--- src/rtl/wb_pkg.sv ---
// Writeback arbiter shared types.
// wb_src_e : origin of the write held in the output register (used for tracing)
// wb_req_t : buffered writeback request {rd, data}
package wb_pkg;

  // Default payload widths; wb_arbiter's ADDR_WIDTH/DATA_WIDTH default to these.
  localparam int unsigned WB_ADDR_W = 5;
  localparam int unsigned WB_DATA_W = 64;

  typedef enum logic {
    WB_SRC_ALU = 1'b0,
    WB_SRC_LSU = 1'b1
  } wb_src_e;

  typedef struct packed {
    logic [WB_ADDR_W-1:0] rd;
    logic [WB_DATA_W-1:0] data;
  } wb_req_t;

endpackage

--- src/rtl/wb_fifo.sv ---
// LSU/MUL result FIFO with parallel destination-match lookups.
// Ports: clk, rst_n (sync, active-low), push/push_req, pop/head,
//        full, empty, count, q_idx[3] -> q_match[3] (any valid entry with that rd).
module wb_fifo
  import wb_pkg::*;
#(
  parameter int unsigned DEPTH = 4
) (
  input  logic                            clk,
  input  logic                            rst_n,
  input  logic                            push,
  input  wb_req_t                         push_req,
  input  logic                            pop,
  output wb_req_t                         head,
  output logic                            full,
  output logic                            empty,
  output logic [$clog2(DEPTH):0]          count,
  input  logic [2:0][WB_ADDR_W-1:0]       q_idx,
  output logic [2:0]                      q_match
);

  localparam int unsigned PTR_W = $clog2(DEPTH);
  localparam int unsigned CNT_W = PTR_W + 1;

  wb_req_t          mem [DEPTH];
  logic [DEPTH-1:0] vld;
  logic [PTR_W-1:0] wr_ptr;
  logic [PTR_W-1:0] rd_ptr;

  assign full  = (count == CNT_W'(DEPTH));
  assign empty = (count == '0);
  assign head  = mem[rd_ptr];

  // Storage, per-entry valid bits, wrapping pointers and occupancy.
  always_ff @(posedge clk) begin
    if (!rst_n) begin
      wr_ptr <= '0;
      rd_ptr <= '0;
      count  <= '0;
      vld    <= '0;
    end else begin
      if (push) begin
        mem[wr_ptr] <= push_req;
        vld[wr_ptr] <= 1'b1;
        wr_ptr      <= wr_ptr + 1'b1;
      end
      if (pop) begin
        vld[rd_ptr] <= 1'b0;
        rd_ptr      <= rd_ptr + 1'b1;
      end
      count <= count + CNT_W'(push) - CNT_W'(pop);
    end
  end

  // Destination match against every valid entry, one result per lookup index.
  always_comb begin
    q_match = '0;
    for (int k = 0; k < 3; k++) begin
      for (int i = 0; i < int'(DEPTH); i++) begin
        if (vld[i] && (mem[i].rd == q_idx[k])) begin
          q_match[k] = 1'b1;
        end
      end
    end
  end

endmodule

--- src/rtl/wb_arbiter.sv ---
// Writeback arbiter: merges ALU results (priority) and buffered LSU/MUL
// results onto the single register-file write port, with RAW/WAW lookups
// and bounded LSU starvation.
// Ports: clk, rst_n (sync, active-low)
//        alu_valid/alu_rd/alu_data -> alu_stall_c-style combinational alu_stall
//        lsu_valid/lsu_rd/lsu_data -> lsu_ready (from registered state + rst_n)
//        rf_wen/rf_rd/rf_data      : registered write port
//        q_rs1/q_rs2 -> q_busy1/q_busy2 (combinational), fifo_count
// Optional: define WB_TRACE_EN for simulation write/starvation tracing.
module wb_arbiter
  import wb_pkg::*;
#(
  parameter int unsigned ADDR_WIDTH = WB_ADDR_W,
  parameter int unsigned DATA_WIDTH = WB_DATA_W,
  parameter int unsigned DEPTH      = 4,
  parameter int unsigned STARVE_MAX = 8
) (
  input  logic                    clk,
  input  logic                    rst_n,
  input  logic                    alu_valid,
  input  logic [ADDR_WIDTH-1:0]   alu_rd,
  input  logic [DATA_WIDTH-1:0]   alu_data,
  output logic                    alu_stall,
  input  logic                    lsu_valid,
  output logic                    lsu_ready,
  input  logic [ADDR_WIDTH-1:0]   lsu_rd,
  input  logic [DATA_WIDTH-1:0]   lsu_data,
  output logic                    rf_wen,
  output logic [ADDR_WIDTH-1:0]   rf_rd,
  output logic [DATA_WIDTH-1:0]   rf_data,
  input  logic [ADDR_WIDTH-1:0]   q_rs1,
  input  logic [ADDR_WIDTH-1:0]   q_rs2,
  output logic                    q_busy1,
  output logic                    q_busy2,
  output logic [$clog2(DEPTH):0]  fifo_count
);

  localparam int unsigned ST_W = $clog2(STARVE_MAX + 1);

  logic                       fifo_full;
  logic                       fifo_empty;
  logic                       push;
  logic                       pop;
  wb_req_t                    push_req;
  wb_req_t                    head;
  logic [2:0][WB_ADDR_W-1:0]  q_idx;
  logic [2:0]                 fifo_match;
  logic [2:0]                 busy;
  logic [ST_W-1:0]            starve_cnt;
  logic                       starved;
  logic                       alu_write;

  assign lsu_ready = rst_n && !fifo_full;
  // x0 results are acknowledged but never stored.
  assign push      = lsu_valid && lsu_ready && (lsu_rd != '0);
  assign push_req  = '{rd: WB_ADDR_W'(lsu_rd), data: WB_DATA_W'(lsu_data)};

  // Lookup slots: 0 = q_rs1, 1 = q_rs2, 2 = alu_rd (WAW check).
  assign q_idx = {WB_ADDR_W'(alu_rd), WB_ADDR_W'(q_rs2), WB_ADDR_W'(q_rs1)};

  wb_fifo #(.DEPTH(DEPTH)) u_fifo (
    .clk      (clk),
    .rst_n    (rst_n),
    .push     (push),
    .push_req (push_req),
    .pop      (pop),
    .head     (head),
    .full     (fifo_full),
    .empty    (fifo_empty),
    .count    (fifo_count),
    .q_idx    (q_idx),
    .q_match  (fifo_match)
  );

  // Pending write: buffered in the FIFO or sitting in the output register.
  always_comb begin
    busy = '0;
    for (int k = 0; k < 3; k++) begin
      busy[k] = (q_idx[k] != '0) &&
                (fifo_match[k] || (rf_wen && (WB_ADDR_W'(rf_rd) == q_idx[k])));
    end
  end

  assign q_busy1   = busy[0];
  assign q_busy2   = busy[1];
  assign starved   = (starve_cnt == ST_W'(STARVE_MAX));
  assign alu_stall = alu_valid && (busy[2] || starved);

  // An accepted ALU write to x0 is dropped and leaves the port to the FIFO.
  assign alu_write = alu_valid && !alu_stall && (alu_rd != '0);
  assign pop       = !alu_write && !fifo_empty;

  // Output register and starvation counter.
  always_ff @(posedge clk) begin
    if (!rst_n) begin
      rf_wen     <= 1'b0;
      rf_rd      <= '0;
      rf_data    <= '0;
      starve_cnt <= '0;
    end else begin
      rf_wen <= alu_write || pop;
      if (alu_write) begin
        rf_rd   <= alu_rd;
        rf_data <= alu_data;
      end else if (pop) begin
        rf_rd   <= ADDR_WIDTH'(head.rd);
        rf_data <= DATA_WIDTH'(head.data);
      end
      if (fifo_empty || pop) begin
        starve_cnt <= '0;
      end else if (!starved) begin
        starve_cnt <= starve_cnt + 1'b1;
      end
    end
  end

`ifdef WB_TRACE_EN
  wb_src_e     rf_src;
  int unsigned starve_stalls;

  // Simulation trace of committed writes and starvation-forced stalls.
  always_ff @(posedge clk) begin
    if (!rst_n) begin
      rf_src        <= WB_SRC_ALU;
      starve_stalls <= 0;
    end else begin
      if (alu_write) begin
        rf_src <= WB_SRC_ALU;
      end else if (pop) begin
        rf_src <= WB_SRC_LSU;
      end
      if (rf_wen) begin
        $display("wb x%0d <= 0x%h (%s)", rf_rd, rf_data,
                 (rf_src == WB_SRC_ALU) ? "alu" : "lsu");
      end
      if (alu_valid && starved) begin
        starve_stalls <= starve_stalls + 1;
        $display("wb starvation stall total=%0d", starve_stalls + 1);
      end
    end
  end
`endif

endmodule

--- config.mk ---
export PLATFORM = sky130hd
export DESIGN_NAME = wb_arbiter
export DESIGN_NICKNAME = d
export VERILOG_FILES = /design/src/rtl/wb_pkg.sv /design/src/rtl/wb_fifo.sv /design/src/rtl/wb_arbiter.sv
export SDC_FILE = /design/constraint.sdc
export NUM_CORES = 1
export LEC_CHECK = 0
export ABC_AREA = 1
export ABC_CLOCK_PERIOD_IN_PS = 4750
export BUFFER_PORTS_ARGS = -buffer_cell sky130_fd_sc_hd__buf_4
export CAP_MARGIN = 20
export CORE_AREA = 2 2 240 171
export DETAILED_ROUTE_END_ITERATION = 10
export DIE_AREA = 0 0 242 173
export PLACE_DENSITY = 0.64
export RECOVER_POWER = 50
export SLEW_MARGIN = 40
export SYNTH_ARGS = -nofsm -noshare
export SYNTH_HDL_FRONTEND = slang
export SYNTH_SLANG_ARGS = --single-unit
--- constraint.sdc ---
create_clock -name clk -period 4.75 [get_ports clk]
set_input_delay 0.475 -clock clk [delete_from_list [all_inputs] [get_ports clk]]
set_output_delay 0.475 -clock clk [all_outputs]
set_load 0.03 [all_outputs]
==> metrics.csv, run 1 <==
stage,metric,value,unit
route,Initial DRC Count,1119,
timing,# setup viols final,0,
clock_tree,clock tree buffer depth,3,
logic_synthesis,Post-Syn Area,15650,um2
route,ANT nets after route,0,
route,DRC viols,0,
logic_synthesis,synthesized area per cell,10.18,um2
placement,Placer Congestion,0.9253,
logic_synthesis,"Net Count, Synth",1702,
clock_tree,H-tree levels,2,
power,Pwr Density,517.5,nW/um2
timing,fin. max-slew vios,0,
layout,P&R area growth vs syn,17.77,%
logic_synthesis,Main synth FF type,edfxtp_1,
die,cell row count,61,
route,average wire per standard cell,19.93,um
die,Starting Density,39.74,%
timing,Slew Limit Headroom,45.95,%
die,core area,39380,um2
logic_synthesis,Synth area leader,edfxtp_1,
clock_tree,CTS tree,yes,
clock_tree,clock tree root buffer cell,clkbuf_16,
logic_synthesis,Post-Syn Instances,1537,
timing,worst slew pin tran,0.8108,ns
global_routing,GR Overflow Total,0,
die,I/O pin count,229,
timing,min cycle time layout,3.092,ns
clock_tree,hold_buf cts,0,
clock_tree,post-CTS setup buffers,0,
clock_tree,clk sinks,363,
timing,clk_skew,0.01445,ns
setup_path,Setup crit end kind,output port,
logic_synthesis,synthesized flop and latch total,363,
clock_tree,Worst-Skew Late Latency,0.53,ns
logic_synthesis,asr flop ratio synth,0,%
die,die height,173,um
setup_path,crit-path max cell delay,0.53,ns
placement,DP Wirelength,28650,um
timing,unrepaired setup endpoints after global routing,false,
logic_synthesis,Synth warnings,0,
logic_synthesis,Synth top area share,52.96,%
power,Worst VDD drop,0.2434,mV
timing,Final period util,65.09,%
timing,fmax,323.4,MHz
setup_path,kind of critical path,flip-flop to output port,
global_routing,initial antenna violation count,6,
setup_path,worst endpoint required time,4.28,ns
global_routing,Total GRT Usage,21.35,%
setup_path,critical path peak fanout,21,
route,routed wire length,45620,um
placement,# port buffers,228,
layout,layout cells sized above 1,10.46,%
route,vias per inst,5.319,
die,Die Width,242,um
power,Lkg Pwr,0.007098,uW
global_routing,first-pass GRT wire length,69770,um
setup_path,"CP delay by family, top",compound AO/OA/AOI/OAI gates,
global_routing,number of global-route vias before repair,11650,
setup_path,crit path max-delay cell type,o21ai_4,
route,vias,12180,
setup_path,CP Cell Sequence,inv_1 > nand2_1 > nand2_1 > nor2_1 > nand3_1 > nand3_1 > o21ai_4 > a21boi_0 > buf_4,
hold_path,Min-Delay Path Class,primary input to flip-flop,
logic_synthesis,most common cell in the netlist,edfxtp_1,
clock_tree,clock-pin slew on the worst setup and hold paths,0.06,ns
clock_tree,TritonCTS buffer count,38,
clock_tree,post_cts resized,0,
setup_path,WP data arrival,2.62,ns
setup_path,CP Buf/Inv Count,2,
logic_synthesis,synth cell count leaders,"276 x edfxtp_1, 213 x nand2_1, 170 x nand3_1, 169 x nor2_1, 167 x o21ai_0",
route,drt first pass iters,5,
power,total power,9537,uW
setup_path,critical path depth,9,
logic_synthesis,synth top area cells,"edfxtp_1 53%, dfxtp_1 11%, nand3_1 5.4%, o21ai_0 5.3%, nand2_1 5.1%",
logic_synthesis,number of synthesized flops with an enable pin,276,
hold_path,Cells on Worst Hold Path,1,
logic_synthesis,count of unique library cells instantiated by Yosys,36,
logic_synthesis,sequential-to-total area share from yosys stat,64.09,%
timing,Hold WS,0.2022,ns
setup_path,Reg2Reg Depth,14,
flow_run,maxcap violations,0,
setup_path,CP startpoint kind,flip-flop,
layout,final net count,1885,
global_routing,largest net degree at the start of global routing,98,
timing,"Hold Vio Cnt, Final",0,
die,DIE AREA,41870,um2
status,status,"complete, no violations",
==> worst paths after layout <==
| path | startpoint | to | slack (ns) |
|---|---|---|---|
| setup / recovery | u_fifo.mem[2][68]$_DFFE_PP_ | alu_stall | 1.66 |
| hold / removal | lsu_data[3] | u_fifo.mem[2][3]$_DFFE_PP_ | 0.20 |
| setup reg to reg | rf_rd[3]$_SDFFE_PN0P_ | rf_data[9]$_SDFFE_PN0P_ | 1.68 |
| hold reg to reg | rf_data[39]$_SDFFE_PN0P_ | rf_data[39]$_SDFFE_PN0P_ | 0.48 |
==> layout make-up <==
type	instances	area, um2
clock inverters	14	98.84
repair buffers	248	1361
fillers	3860	20950
diodes	5	12.51
inverters	124	473.0
well taps	535	669.4
clock buffers	55	1076
multi-input cells	945	4703
flip-flops and latches	363	10030
==> stage by stage <==
stage                     utilization [%]  setup slack, ns  setup TNS, ns  std cells  area, um2
after detailed placement            45.10            1.765              0       2214      17760
after global routing                46.79            1.437              0       2288      18430
after floorplan                         -          -0.4599        -117.55       1537      15650
after global placement              45.07            1.596              0       2214      17750
after CTS                           48.08            1.762              0       2283      18940
final                               46.79            1.658              0       2289      18430
==> state kept, by name, summed over array words and instances, names as in the netlist, named ones only <==
register,count
u_fifo.count,3
rf_wen,1
u_fifo.rd_ptr,2
rf_rd,5
u_fifo.vld,4
u_fifo.wr_ptr,2
starve_cnt,4
u_fifo.mem,276
rf_data,64
==> worst reg2reg max path, delay by kind of cell (launching register included) <==
family        cells  cell delay (ns)
simple gates     11             1.42
buf+inv           3             1.00
flops             1             0.56
==> report_power, final <==
group          switching (uW)  internal, uW  total [uW]
sequential                248          3750        3990
clock                    1190          1630        2820
combinational            1960           758        2720
==> cell usage in the layout (no fill, tap or decap), types with 4 or more instances in the layout <==
cell type,n
clkinv_2,6
inv_1,110
a221oi_1,11
nand4_1,46
nor3_1,6
nor2_4,4
o21ai_0,167
nand3_1,171
diode_2,5
ha_1,12
o22ai_1,79
edfxtp_1,276
dfxtp_1,85
clkbuf_1,154
buf_4,102
xnor2_1,6
clkinv_1,5
nor2_1,166
clkbuf_16,39
o21ai_1,7
a21oi_1,33
inv_2,11
xor2_1,10
clkbuf_8,4
nand2_1,213
==> layer usage <==
| metal | routed length (um) | global-route usage, % |
|---|---|---|
| met2 | 20140 | 32.41 |
| met4 | 1088 | 6.327 |
| met5 | 12 | 0 |
| met1 | 21070 | 30.68 |
| met3 | 3311 | 4.672 |
==> cell families after synthesis <==
group | share of synthesized area [%]
DFF | 64.09
adders and majority gates | 1.087
xor gates and xnor gates | 0.8955
buffers and inverters | 6.085
and+or+nand+nor | 17.19
AOI/OAI and AO/OA | 10.65
(Power assumes the default switching activity.)
==> run 2, diff against run 1 <==
ABC_CLOCK_PERIOD_IN_PS = 2600   (was 4750)
clock period = 2.6 ns   (was 4.75 ns; I/O delays follow)
==> run 2 against run 1 <==
Against the previous run:
- utilization grew 4.4 points
- highest routed layer unchanged
- total power rose by 95%
- register-to-register slack worse by 1.5 ns
- non-clock buffer count grew 154
- critical path depth increased by 2
==> metrics.csv, run 2 (same netlist as run 1, synthesis figures left out) <==
stage,metric,value,unit
setup_path,kind of critical path,flip-flop to output port,
power,combinational fraction of design power,30.2,%
placement,# port buffers,228,
global_routing,GR Overflow Total,0,
global_routing,Total GRT Usage,22.37,%
die,DIE AREA,41870,um2
route,vias,12850,
global_routing,initial antenna violation count,7,
die,Die Width,242,um
layout,Final Util,51.22,%
layout,most frequent cells in the layout,"276 x edfxtp_1, 211 x nand2_1, 169 x nand3_1, 169 x buf_4, 166 x nor2_1",
clock_tree,clock-pin slew on the worst setup and hold paths,0.06,ns
setup_path,worst endpoint required time,2.34,ns
placement,DP Wirelength,30630,um
setup_path,Critical R2R Launch,u_fifo.mem[2][67]$_DFFE_PP_,
hold_path,min-delay src,alu_data[16],
setup_path,CP Cell Sequence,buf_4 > nand2_1 > o21ai_1 > nor2_1 > nand3_2 > nand2_2 > buf_4 > o21ai_4 > buf_12 > a21boi_1 > buf_4,
setup_path,crit-path max cell delay,0.42,ns
hold_path,Min-Delay Path Class,primary input to flip-flop,
power,Worst VDD drop,0.5173,mV
timing,min cycle time layout,2.499,ns
flow_run,maxcap violations,0,
layout,max FFs per register,276,
timing,unrepaired setup endpoints after global routing,true,
timing,fmax,400.2,MHz
die,cell row count,61,
clock_tree,clock tree buffer depth,3,
timing,Slew Limit Headroom,51.06,%
die,I/O pin count,229,
placement,placed instance count,2281,
clock_tree,CTS tree,yes,
layout,top register by number of flip-flops,u_fifo.mem,
hold_path,Cells on Worst Hold Path,5,
power,Pwr Density,920.7,nW/um2
route,average wire per standard cell,19.64,um
global_routing,largest net degree at the start of global routing,95,
timing,Final period util,96.12,%
setup_path,critical path peak fanout,5,
route,routed wire length,48020,um
setup_path,Reg2Reg Depth,16,
route,drt first pass iters,5,
status,status,"complete, no violations",
clock_tree,clk sinks,363,
die,core area,39380,um2
layout,biggest regs,"u_fifo.mem x276, rf_data x64, rf_rd x5",
global_routing,first-pass GRT wire length,72710,um
die,die height,173,um
die,Starting Density,39.74,%
route,ANT nets after route,0,
timing,"Hold Vio Cnt, Final",0,
route,Initial DRC Count,1063,
setup_path,Setup crit end kind,output port,
setup_path,CP startpoint kind,flip-flop,
route,DRC viols,0,
clock_tree,clock tree root buffer cell,clkbuf_16,
layout,P&R area growth vs syn,28.90,%
timing,fin. max-slew vios,0,
power,internal cell power,12020,uW
setup_path,most frequent CP cell,buf_4,
clock_tree,Worst-Skew Late Latency,0.54,ns
clock_tree,TritonCTS buffer count,39,
power,Reg power frac,38.6,%
timing,worst slew pin tran,0.7341,ns
power,Switching Share,35.26,%
clock_tree,H-tree levels,2,
timing,TNS Setup,0,ns
setup_path,crit path max-delay cell type,edfxtp_1,
layout,final net count,2040,
route,vias per inst,5.256,
power,Clock power frac,31.2,%
placement,Placer Congestion,0.9206,
setup_path,crit path from,u_fifo.mem[1][67]$_DFFE_PP_,
power,NetSw,6547,uW
layout,layout cells sized above 1,15.54,%
power,Lkg Pwr,0.007945,uW
layout,"commonest non-fill, non-tap cell in the layout",edfxtp_1,
timing,# setup viols final,0,
power,total power,18570,uW
timing,Hold WS,0.01321,ns
timing,clk_skew,0.02637,ns
global_routing,number of global-route vias before repair,12260,
setup_path,WP data arrival,2.24,ns
layout,Final Non-Filler Cells,2445,
run 2: critical path: cells and delay by family, from the launching register on:
family | cells | cell delay (ns)
and+or+nand+nor | 4 | 0.44
AOI/OAI and AO/OA | 3 | 0.24
DFF | 1 | 0.42
buffers and inverters | 4 | 0.61
run 2: power groups by stage:
| stage | sequential [uW] | combinational (uW) | clock, uW |
|---|---|---|---|
| floorplan | 7880 | 2910 | 0 |
| global placement | 7280 | 5720 | 0 |
| detailed placement | 7300 | 5760 | 0 |
| CTS | 7180 | 5870 | 5890 |
| global route | 7230 | 6180 | 6120 |
| finish | 7170 | 5610 | 5790 |
run 2: final cells by class:
class | instances | area, um2
Fill cell | 3675 | 19210
Sequential cell | 363 | 10050
Multi-Input combinational cell | 945 | 4751
Timing Repair Buffer | 402 | 2880
Clock buffer | 45 | 1018
Tap cell | 535 | 669.4
Inverter | 124 | 473.0
Clock inverter | 26 | 317.8
Antenna cell | 5 | 12.51
run 2: worst paths after layout:
check / end / slack (ns)
setup reg to reg: u_fifo.count[1]$_SDFF_PN0_ / 0.13
setup / recovery: alu_stall / 0.10
hold / removal: rf_data[16]$_SDFFE_PN0P_ / 0.01
hold reg to reg: rf_data[16]$_SDFFE_PN0P_ / 0.47
run 2: stage by stage:
step,cell area (um2),setup WS [ns]
final,20170,0.1009
after global routing,20170,-0.01747
after floorplan,15730,-0.06018
after CTS,20550,0.01663
after global placement,18430,-0.06695
after detailed placement,18430,-0.04719
run 2: timing repair:
action                     4_1_cts  5_1_grt
hold endpoints to repair       281        0
gates cloned                     0        1
resized for setup                2       17
setup buffers                    1        9
hold buffers                    77        0
pin swaps                        0        9
setup endpoints to repair        2        6
run 2: routing by layer:
layer / up-vias / share of wire [%] / routed length, um / GRT usage, %
li1: 6098 / - / - / -
met3: 64 / 6.2 / 2979 / 4.346
met1: 6276 / 46 / 22180 / 31.94
met2: 410 / 46 / 21970 / 35.18
met4: 2 / 1.8 / 873 / 5.427
met5: - / 0.027 / 13 / 0
